## src/rtl/cr_lz77_comp_match_seq.sv

```systemverilog
// cr_lz77_comp_match_seq
//
// Sequential best-match reducer for the LZ77 compressor match path.
// It accepts a burst of thermometer-coded match-length candidates, one per
// cycle, over a valid/ready stream. A later candidate replaces the winning
// index only when it sets a bit, inside the unmasked low field, that the
// running best lacks. When the burst ends, the block presents the merged
// thermometer, the winner index, the candidate count and an overflow flag.
//
// Ports:
//   clk, rst_n            clock, asynchronous active-low reset
//   cand_valid/cand_ready candidate stream handshake
//   cand_therm            candidate thermometer (T_WIDTH bits)
//   cand_last             marks the final candidate of a burst
//   res_valid/res_ready   result stream handshake
//   res_therm             OR of all in-range candidates
//   res_idx               index of the winning candidate (0 = first)
//   res_count             candidates counted, saturating at 2^IDX_W
//   res_ovfl              burst held more than 2^IDX_W candidates

module cr_lz77_comp_match_seq #(
   parameter int T_WIDTH = 4,
   parameter int T_MASK  = 0,
   parameter int IDX_W   = 4
) (
   input  logic               clk,
   input  logic               rst_n,
   input  logic               cand_valid,
   output logic               cand_ready,
   input  logic [T_WIDTH-1:0] cand_therm,
   input  logic               cand_last,
   output logic               res_valid,
   input  logic               res_ready,
   output logic [T_WIDTH-1:0] res_therm,
   output logic [IDX_W-1:0]   res_idx,
   output logic [IDX_W:0]     res_count,
   output logic               res_ovfl
);

   // Top bit of the field that takes part in the select comparison.
   localparam int T_MSB = T_WIDTH - T_MASK - 1;

   localparam logic [1:0] ST_IDLE  = 2'd0;
   localparam logic [1:0] ST_ACCUM = 2'd1;
   localparam logic [1:0] ST_DONE  = 2'd2;

   localparam logic [IDX_W:0] CNT_ONE = {{IDX_W{1'b0}}, 1'b1};

   logic [1:0]         state_q, state_d;
   logic [T_WIDTH-1:0] best_q,  best_d;
   logic [IDX_W-1:0]   idx_q,   idx_d;
   logic [IDX_W:0]     cnt_q,   cnt_d;
   logic               ovfl_q,  ovfl_d;

   logic cand_acc;
   logic sel;
   logic cnt_full;

   assign cand_ready = (state_q != ST_DONE);
   assign res_valid  = (state_q == ST_DONE);
   assign cand_acc   = cand_valid & cand_ready;

   // Candidate brings a new length bit within the compared field.
   assign sel = |(~best_q[T_MSB:0] & cand_therm[T_MSB:0]);

   // The MSB of the counter alone marks saturation at 2^IDX_W.
   assign cnt_full = cnt_q[IDX_W];

   always_comb begin
      state_d = state_q;
      best_d  = best_q;
      idx_d   = idx_q;
      cnt_d   = cnt_q;
      ovfl_d  = ovfl_q;

      case (state_q)
         ST_IDLE: begin
            if (cand_acc) begin
               best_d  = cand_therm;
               idx_d   = '0;
               cnt_d   = CNT_ONE;
               ovfl_d  = 1'b0;
               state_d = cand_last ? ST_DONE : ST_ACCUM;
            end
         end
         ST_ACCUM: begin
            if (cand_acc) begin
               if (!cnt_full) begin
                  best_d = best_q | cand_therm;
                  // Ties keep the earlier index: only a new bit moves it.
                  if (sel) begin
                     idx_d = cnt_q[IDX_W-1:0];
                  end
                  cnt_d = cnt_q + CNT_ONE;
               end else begin
                  ovfl_d = 1'b1;
               end
               if (cand_last) begin
                  state_d = ST_DONE;
               end
            end
         end
         ST_DONE: begin
            if (res_ready) begin
               state_d = ST_IDLE;
            end
         end
         default: begin
            state_d = ST_IDLE;
         end
      endcase
   end

   always_ff @(posedge clk or negedge rst_n) begin
      if (!rst_n) begin
         state_q <= ST_IDLE;
         best_q  <= '0;
         idx_q   <= '0;
         cnt_q   <= '0;
         ovfl_q  <= 1'b0;
      end else begin
         state_q <= state_d;
         best_q  <= best_d;
         idx_q   <= idx_d;
         cnt_q   <= cnt_d;
         ovfl_q  <= ovfl_d;
      end
   end

   assign res_therm = best_q;
   assign res_idx   = idx_q;
   assign res_count = cnt_q;
   assign res_ovfl  = ovfl_q;

endmodule

```

## config.mk

```make
export PLATFORM = sky130hd
export DESIGN_NAME = cr_lz77_comp_match_seq
export DESIGN_NICKNAME = d
export VERILOG_FILES = /design/src/rtl/cr_lz77_comp_match_seq.sv
export SDC_FILE = /design/constraint.sdc
export NUM_CORES = 1
export LEC_CHECK = 0
export ABC_AREA = 1
export BUFFER_PORTS_ARGS = -buffer_cell sky130_fd_sc_hd__buf_2
export CAP_MARGIN = 40
export CELL_PAD_IN_SITES_DETAIL_PLACEMENT = 1
export CELL_PAD_IN_SITES_GLOBAL_PLACEMENT = 2
export CORE_ASPECT_RATIO = 2
export CORE_MARGIN = 3
export CORE_UTILIZATION = 30
export CTS_BUF_LIST = sky130_fd_sc_hd__clkbuf_8
export DETAILED_ROUTE_END_ITERATION = 16
export GPL_TIMING_DRIVEN = 1
export PLACE_DENSITY = 0.81
export SLEW_MARGIN = 40
export SYNTH_ARGS = -nofsm -noshare
export SYNTH_HDL_FRONTEND = slang
export SYNTH_SLANG_ARGS = --single-unit
```

## constraint.sdc

```tcl
create_clock -name clk -period 2.9 [get_ports clk]
set_clock_uncertainty 0.15 [all_clocks]
set_input_delay 0.435 -clock clk [delete_from_list [all_inputs] [get_ports clk]]
set_output_delay 0.435 -clock clk [all_outputs]
set_load 0.05 [all_outputs]
```

; ---- Yosys cells after proc, flatten, opt, wreduce, memory -nomap -nowiden
; Cells that the tools add are included.
[totals]
output_inout_bits = 16
inputBits = 9
register_bits = 16
word_cells = 52
[op_classes]
add_sub_neg = 1
reduce_logical = 8
eq_ne = 10
n_mux = 23
bitwise = 4
[ops]
columns = cell, count
row1 = 4-bit 2-to-1 mux, 7
row2 = 4-bit case mux with 2 select lines, 2
row3 = 5-bit 2-to-1 mux, 3
row4 = 2-bit inequality test (second input constant), 7
row5 = 4-bit AND reduction, 3
row6 = 2-bit 2-to-1 mux, 5
row7 = 5-bit case mux with 2 select lines, 1
row8 = 2-bit case mux with 3 select lines, 1
row9 = 5-bit by 1-bit adder with 5-bit output (second input constant), 1
row10 = 5-bit AND reduction, 1
row11 = 4-bit AND, 1
row12 = 4-bit inverter, 1
row13 = 4-bit bitwise OR, 1
row14 = 4-bit OR reduction, 1
row15 = 1-bit 2-to-1 mux, 3
row16 = 3-bit AND reduction, 1
row17 = 2-bit by 1-bit == test with 1-bit output (second input constant), 1
row18 = 2-bit == test (second input constant), 1
row19 = 2-bit logical NOT, 1
row20 = 2-bit by 1-bit inequality test with 1-bit output (second input constant), 1
row21 = 1-bit case mux with 2 select lines, 1
row22 = 2-bit nonzero test, 1
row23 = 1-bit AND, 1

; ---- Longest topological paths before layout
; Gate-level depths: netlist of run 1.
[logic_depth]
word_depth = 7
depth_mapped = 8
ltp_nobuf = 8

; ---- Worst setup path before layout of run 1
; OpenSTA, ideal clock, no wires.
[synth_timing]
path_type = register -> output
start = reg state_q[1]
end = out cand_ready
path_buffers = 0
slack_ns = 0.701
t_required_ns = 2.315
stages_incl_launch_ff = 4
arrival_ns = 1.614
cell_sequence = dfrtp_1 > inv_1 > nor2_1 > inv_1
[synth_via]
elab_chain_len = 1
[synth_rtl]
columns = item, line
row1 = "start, declared", 49  ; logic [1:0] state_q, state_d;
row2 = "start signal, assigned", 122  ; state_q <= state_d;
row3 = 2-bit inequality test, 59  ; assign cand_ready = (state_q != ST_DONE);
row4 = "end, declared", 29  ; output logic cand_ready,
; No other way between the ends.

; ---- Worst setup path after layout of run 1
[layout_timing]
start = reg state_q[1]
end = out res_valid
[layout_via]
elab_chain_len = 1
[layout_rtl]
columns = item, line
row1 = 2-bit == test, 60  ; assign res_valid = (state_q == ST_DONE);
row2 = "end, declared", 32  ; output logic res_valid,
; No other way between the ends.

==> flow_metrics.py, run 1 <==
metrics = {
    "sta": {
        "fmax_mhz": 569,
        "slew_headroom": 0.696,
        "fin_ws_ns": 1.14,
        "worst_pin_slew_ns": 0.455,
        "rsz0062_at_grt": "false",
        "min_period_over_period": 0.606,
        "setup_violations": 0,
        "fin_tns_setup_ns": 0,
        "hold_viol_final": 0,
        "maxSlewViolCount": 0,
        "period_minus_slack_ns": 1.76,
    },
    "power_and_ir_drop": {
        "power_uw": 788,
        "vdd_drop_max_mv": 0.262,
        "power_density_nw_per_um2": 779,
        "power_leakage_nw": 0.579,
    },
    "setup_path": {
        "start_kind": "flop",
        "startpoint": "state_q[1]$_DFFE_PN0P_",
        "crit_fanout": 3,
        "crit_required_ns": 2.32,
        "endpoint": "res_valid",
        "arrival_ns": 1.17,
        "rr_startpoint": "state_q[1]$_DFFE_PN0P_",
        "rr_worst_depth": 6,
        "reg2reg_slack_ns": 1.41,
        "critPathCaptureType": "primary output",
        "r2r-end": "res_ovfl$_DFFE_PN0P_",
        "crit_type": "reg -> out",
    },
    "floorplan": {
        "fp.dieH_um": 78.7,
        "io-pin-count": 25,
        "rows": 25,
        "die_w_um": 42.3,
        "initial_core_util": 0.325,
        "coreArea_um2": 2440,
        "die-area_um2": 3330,
    },
    "yosys": {
        "yosysUniqueCellTypes": 15,
        "synth_mux_area_frac": 0,
        "synth.most_common_cell": "nand2_1",
        "synthTopCellsByCount": "26 x nand2_1, 19 x inv_1, 16 x dfrtp_1, 13 x nor2_1, 10 x nand3_1",
        "synth_top_family_by_area": "simple AND/OR/NAND/NOR gates",
        "synth_top_cells_by_area": "dfrtp_1 51%, nand2_1 12%, inv_1 9.0%",
        "synth_area_um2": 792,
        "syn_nets": 112,
        "ys_ff_latch": 16,
        "synth_edf_count": 0,
        "yosys.area_share.adder": 0.0158,
        "ys_warn_count": 0,
        "synth.top_cell.area_share": 0.506,
        "syn_inst": 102,
        "synth_top_cell_by_area": "dfrtp_1",
        "synth_compound_area_frac": 0.0885,
        "yosysSeqAreaShare": 0.506,
        "synth_area_per_cell_um2": 7.76,
        "synth_simple_gate_area_frac": 0.291,
        "synthXorXnorAreaFrac": 0,
        "synth-main-ff-cell": "dfrtp_1",
        "synthArstFlopShare": 1.00,
    },
    "grt": {
        "met3_usage": 0.0206,
        "grt_pass1_vias": 847,
        "grt_pass1_wl_mm": 3.74,
        "use_met1": 0.142,
        "use_met2": 0.287,
        "grt.busiest_layer": "met2",
        "track_usage": 0.145,
        "overflow": 0,
        "antenna_found_initial": 0,
        "grt_max_degree": 17,
    },
    "detailed_routing": {
        "drtPass1Iterations": 4,
        "wire_per_inst_um": 13.0,
        "drtIter0Drc": 6,
        "drt.antenna.violating_nets": 0,
        "vias": 758,
        "drc": 0,
        "wl_mm": 2.06,
        "via_per_inst": 4.80,
    },
    "placed_design": {
        "portBuffers": 24,
        "place_hpwl_mm": 1.74,
        "gp_congestion": 0.770,
        "dpl_cell_area_um2": 946,
        "pre_cts_slack_ns": 1.37,
    },
    "clocking": {
        "cts_max_level": 1,
        "cts_resized": 0,
        "cts_tree": "done",
        "cts_hold_buf": 1,
        "cts_setup_buffers": 0,
        "cts_sinks": 16,
        "cts_buffers": 3,
        "root_buffer": "clkbuf_8",
        "clk_path_buf_depth": 2,
        "cts.clk_slew.worst_paths_ns": 0.06,
        "insertion_delay_ns": 0.24,
    },
    "layout": {
        "post-route-util": 0.414,
        "syn2layout_area_growth_pct": 27.6,
        "final_cell_area_um2": 1010,
        "drive_gt1_frac": 0.252,
        "antennaDiodeCount": 0,
        "finalNetCount": 142,
    },
    "status": {
        "status": "complete, no violations",
    },
    "hold_path": {
        "min_path_type": "in -> reg",
    },
    "flow_run": {
        "max_cap_violations": 0,
    },
}
==> placed cells by master, fill, tap and decap left out <==
cell | synthesis | layout
nand2_1 | 26 | 26
buf_2 | 0 | 24
inv_1 | 19 | 19
dfrtp_1 | 16 | 16
nor2_1 | 13 | 13
nand3_1 | 10 | 10
o21ai_0 | 8 | 8
clkbuf_8 | 0 | 4
inv_2 | 2 | 2
nor2_4 | 1 | 1
nand2_4 | 1 | 1
o21bai_4 | 1 | 1
o22ai_1 | 1 | 1
nor3_1 | 1 | 1
nand4_1 | 1 | 1
a21oi_1 | 1 | 1
ha_1 | 1 | 1
dlygate4sd3_1 | 0 | 1
==> worst min-delay path by stage <==
| stage | to | start | cells past startpoint | slack (ns) |
|---|---|---|---|---|
| floorplan | res_count[0]$_DFFE_PN0P_ | rst_n | 0 | -0.01 |
| global placement | res_therm[3]$_DFFE_PN0P_ | rst_n | 1 | 0.22 |
| detailed placement | res_therm[1]$_DFFE_PN0P_ | rst_n | 1 | 0.23 |
| CTS | state_q[1]$_DFFE_PN0P_ | cand_last | 3 | 0.26 |
| global route | state_q[1]$_DFFE_PN0P_ | cand_last | 3 | 0.29 |
| finish | state_q[1]$_DFFE_PN0P_ | cand_last | 3 | 0.26 |
==> worst max-delay path, cell delays in order, from the launching register on <==
cell and delay [ns]:
dfrtp_1 0.38, inv_1 0.09, nor2_1 0.16, buf_2 0.30
==> where the power goes <==
group / internal [mW] / switching, mW
sequential: 0.260 / 0.0293
combinational: 0.0703 / 0.233
clock: 0.120 / 0.0745
total: 0.451 / 0.337
==> registers in the layout (all words and copies together) (netlist names) <==
signal and flops:
res_count 5, res_idx 4, res_ovfl 1, res_therm 4, state_q 2
==> final cells by class <==
class,instances,area [um^2]
Fill cell,319,1430
Multi-Input combinational cell,65,313
Clock buffer,4,55.1
Inverter,21,78.8
Timing Repair Buffer,25,130
Tap cell,27,33.8
Sequential cell,16,400
==> through the flow <==
step                hold slack [ns]  instances
CTS                           0.256        158
detailed placement            0.229        153
finish                        0.261        158
global route                  0.287        158
global placement              0.224        153
floorplan                   -0.0106        102
==> kinds of logic (layout without fill, tap and decap cells) <==
group           after synthesis  in the layout
compound gates               11             11
flops                        16             16
buf+inv                      21             50
simple gates                 53             53
fa+ha+maj                     1              1
==> per-layer routing <==
metal  share of wire  routed length (um)
met4           0.011                  23
met3           0.043                  89
met2            0.59                1220
met1            0.35                 726
met5               0                   0
Note: power is estimated with default switching activity, not from simulation.
==> inputs of run 2 (changes only) <==
--- a/config.mk
+++ b/config.mk
@@ -12,11 +12,11 @@
 export CELL_PAD_IN_SITES_GLOBAL_PLACEMENT = 2
 export CORE_ASPECT_RATIO = 2
 export CORE_MARGIN = 3
-export CORE_UTILIZATION = 30
+export CORE_UTILIZATION = 28
 export CTS_BUF_LIST = sky130_fd_sc_hd__clkbuf_8
 export DETAILED_ROUTE_END_ITERATION = 16
 export GPL_TIMING_DRIVEN = 1
-export PLACE_DENSITY = 0.81
+export PLACE_DENSITY = 0.76
 export SLEW_MARGIN = 40
 export SYNTH_ARGS = -nofsm -noshare
 export SYNTH_HDL_FRONTEND = slang
==> constraint.sdc (replaced) <==
create_clock -name clk -period 1.8 [get_ports clk]
set_clock_uncertainty 0.15 [all_clocks]
set_input_delay 0.27 -clock clk [delete_from_list [all_inputs] [get_ports clk]]
set_output_delay 0.27 -clock clk [all_outputs]
set_load 0.05 [all_outputs]
==> flow_metrics.py, run 2 (synthesized netlist as in run 1, its figures left out) <==
metrics = {
    "detailed_routing": {
        "drt.antenna.violating_nets": 0,
        "drtPass1Iterations": 2,
        "via_per_inst": 4.75,
        "drtIter0Drc": 3,
        "wl_mm": 2.20,
        "vias": 755,
        "drc": 0,
        "wire_per_inst_um": 13.8,
    },
    "layout": {
        "finalNetCount": 143,
        "syn2layout_area_growth_pct": 27.3,
        "largest_register_ffs": 5,
        "drive_gt1_frac": 0.260,
        "final_cell_mix": "26 x nand2_1, 24 x buf_2, 19 x inv_1, 16 x dfrtp_1, 12 x nor2_1",
        "seq_area_um2": 400,
        "fillers": 341,
        "multi_input_area_um2": 315,
        "final_common_cell": "nand2_1",
        "antennaDiodeCount": 0,
        "final_cell_area_um2": 1010,
    },
    "floorplan": {
        "die_w_um": 43.6,
        "io-pin-count": 25,
        "die-area_um2": 3540,
        "coreArea_um2": 2640,
        "fp.dieH_um": 81.2,
        "rows": 26,
        "initial_core_util": 0.301,
    },
    "power_and_ir_drop": {
        "vdd_drop_max_mv": 0.456,
        "power_density_nw_per_um2": 1230,
        "power_leakage_nw": 0.576,
    },
    "setup_path": {
        "critPathCaptureType": "primary output",
        "crit_fanout": 3,
        "crit_required_ns": 1.38,
        "crit_type": "reg -> out",
        "arrival_ns": 1.16,
        "start_kind": "flop",
    },
    "grt": {
        "grt_pass1_wl_mm": 3.78,
        "antenna_found_initial": 0,
        "grt_max_degree": 17,
        "overflow": 0,
        "grt_pass1_vias": 851,
        "track_usage": 0.145,
    },
    "sta": {
        "fin_tns_setup_ns": 0,
        "worst_pin_slew_ns": 0.378,
        "hold_viol_final": 0,
        "period_minus_slack_ns": 1.58,
        "min_period_over_period": 0.878,
        "maxSlewViolCount": 0,
        "rsz0062_at_grt": "false",
        "fmax_mhz": 632,
        "setup_violations": 0,
        "slew_headroom": 0.748,
    },
    "clocking": {
        "insertion_delay_ns": 0.25,
        "cts_sinks": 16,
        "cts_max_level": 1,
        "cts_buffers": 3,
        "cts_setup_buffers": 0,
        "clk_path_buf_depth": 2,
        "cts.clk_slew.worst_paths_ns": 0.06,
        "cts_tree": "done",
        "root_buffer": "clkbuf_8",
    },
    "placed_design": {
        "portBuffers": 24,
        "place_hpwl_mm": 1.79,
        "gp_congestion": 0.705,
        "dpl_cell_area_um2": 957,
    },
    "hold_path": {
        "min_path_type": "in -> reg",
    },
    "status": {
        "status": "complete, no violations",
    },
    "flow_run": {
        "max_cap_violations": 0,
    },
}
==> run 2: cell types whose count changed in the layout (fill, tap and decap cells not counted) <==
cell | previous run | this run
clkbuf_8 | 4 | 3
nor2_2 | 0 | 1
nor2_1 | 13 | 12
buf_4 | 0 | 1
==> run 2: what timing repair did <==
action / CTS / global route
gates resized for setup: 0 / 0
hold buffers: 1 / 0
endpoints found under the hold margin: 16 / 0
==> run 2: stage by stage <==
step | util | hold WS (ns) | setup slack (ns) | power (mW) | cells
after floorplan | - | -0.176 | 0.0934 | 0.836 | 102
after global placement | 0.363 | 0.0595 | 0.406 | 0.972 | 155
after detailed placement | 0.363 | 0.0647 | 0.389 | 0.980 | 155
after CTS | 0.383 | 0.0840 | 0.210 | 1.26 | 159
after global routing | 0.383 | 0.0996 | 0.137 | 1.32 | 159
final | 0.383 | 0.0853 | 0.219 | 1.24 | 159
==> run 2: worst paths after layout <==
kind / to / depth (start not counted) / startpoint / slack [ns]
max: res_valid / 3 / state_q[1]$_DFFE_PN0P_ / 0.22
min: state_q[1]$_DFFE_PN0P_ / 3 / cand_last / 0.09
max reg2reg: res_count[2]$_DFFE_PN0P_ / 7 / state_q[1]$_DFFE_PN0P_ / 0.35
min reg2reg: res_idx[2]$_DFFE_PN0P_ / 2 / res_idx[2]$_DFFE_PN0P_ / 0.32
max in group asynchronous: res_count[3]$_DFFE_PN0P_ / 2 / rst_n / 0.91
min in group asynchronous: res_therm[0]$_DFFE_PN0P_ / 2 / rst_n / 0.31
==> run 2: critical path: stages (launching register included) <==
cell and delay (ns):
dfrtp_1 0.40, inv_1 0.10, nor2_2 0.13, buf_2 0.28
==> run 2: layer usage <==
layer | up-vias | track usage | routed length (um)
met5 | - | 0 | 0
met4 | 0 | 0.0725 | 50
met3 | 5 | 0.0288 | 92
met2 | 17 | 0.292 | 1310
met1 | 363 | 0.124 | 746
li1 | 370 | - | -
==> run 2: area by class of cell <==
type,count,area share
Clock buffer,3,0.0409
Timing Repair Buffer,26,0.136
Multi-Input combinational cell,65,0.313
Tap cell,28,0.0347
Sequential cell,16,0.397
Inverter,21,0.0782
==> run 2: where the power goes <==
| group | internal (mW) | total [mW] | switching [mW] |
|---|---|---|---|
| registers | 0.419 | 0.469 | 0.0495 |
| logic | 0.118 | 0.498 | 0.379 |
| clock network | 0.149 | 0.272 | 0.123 |
| total | 0.686 | 1.24 | 0.552 |
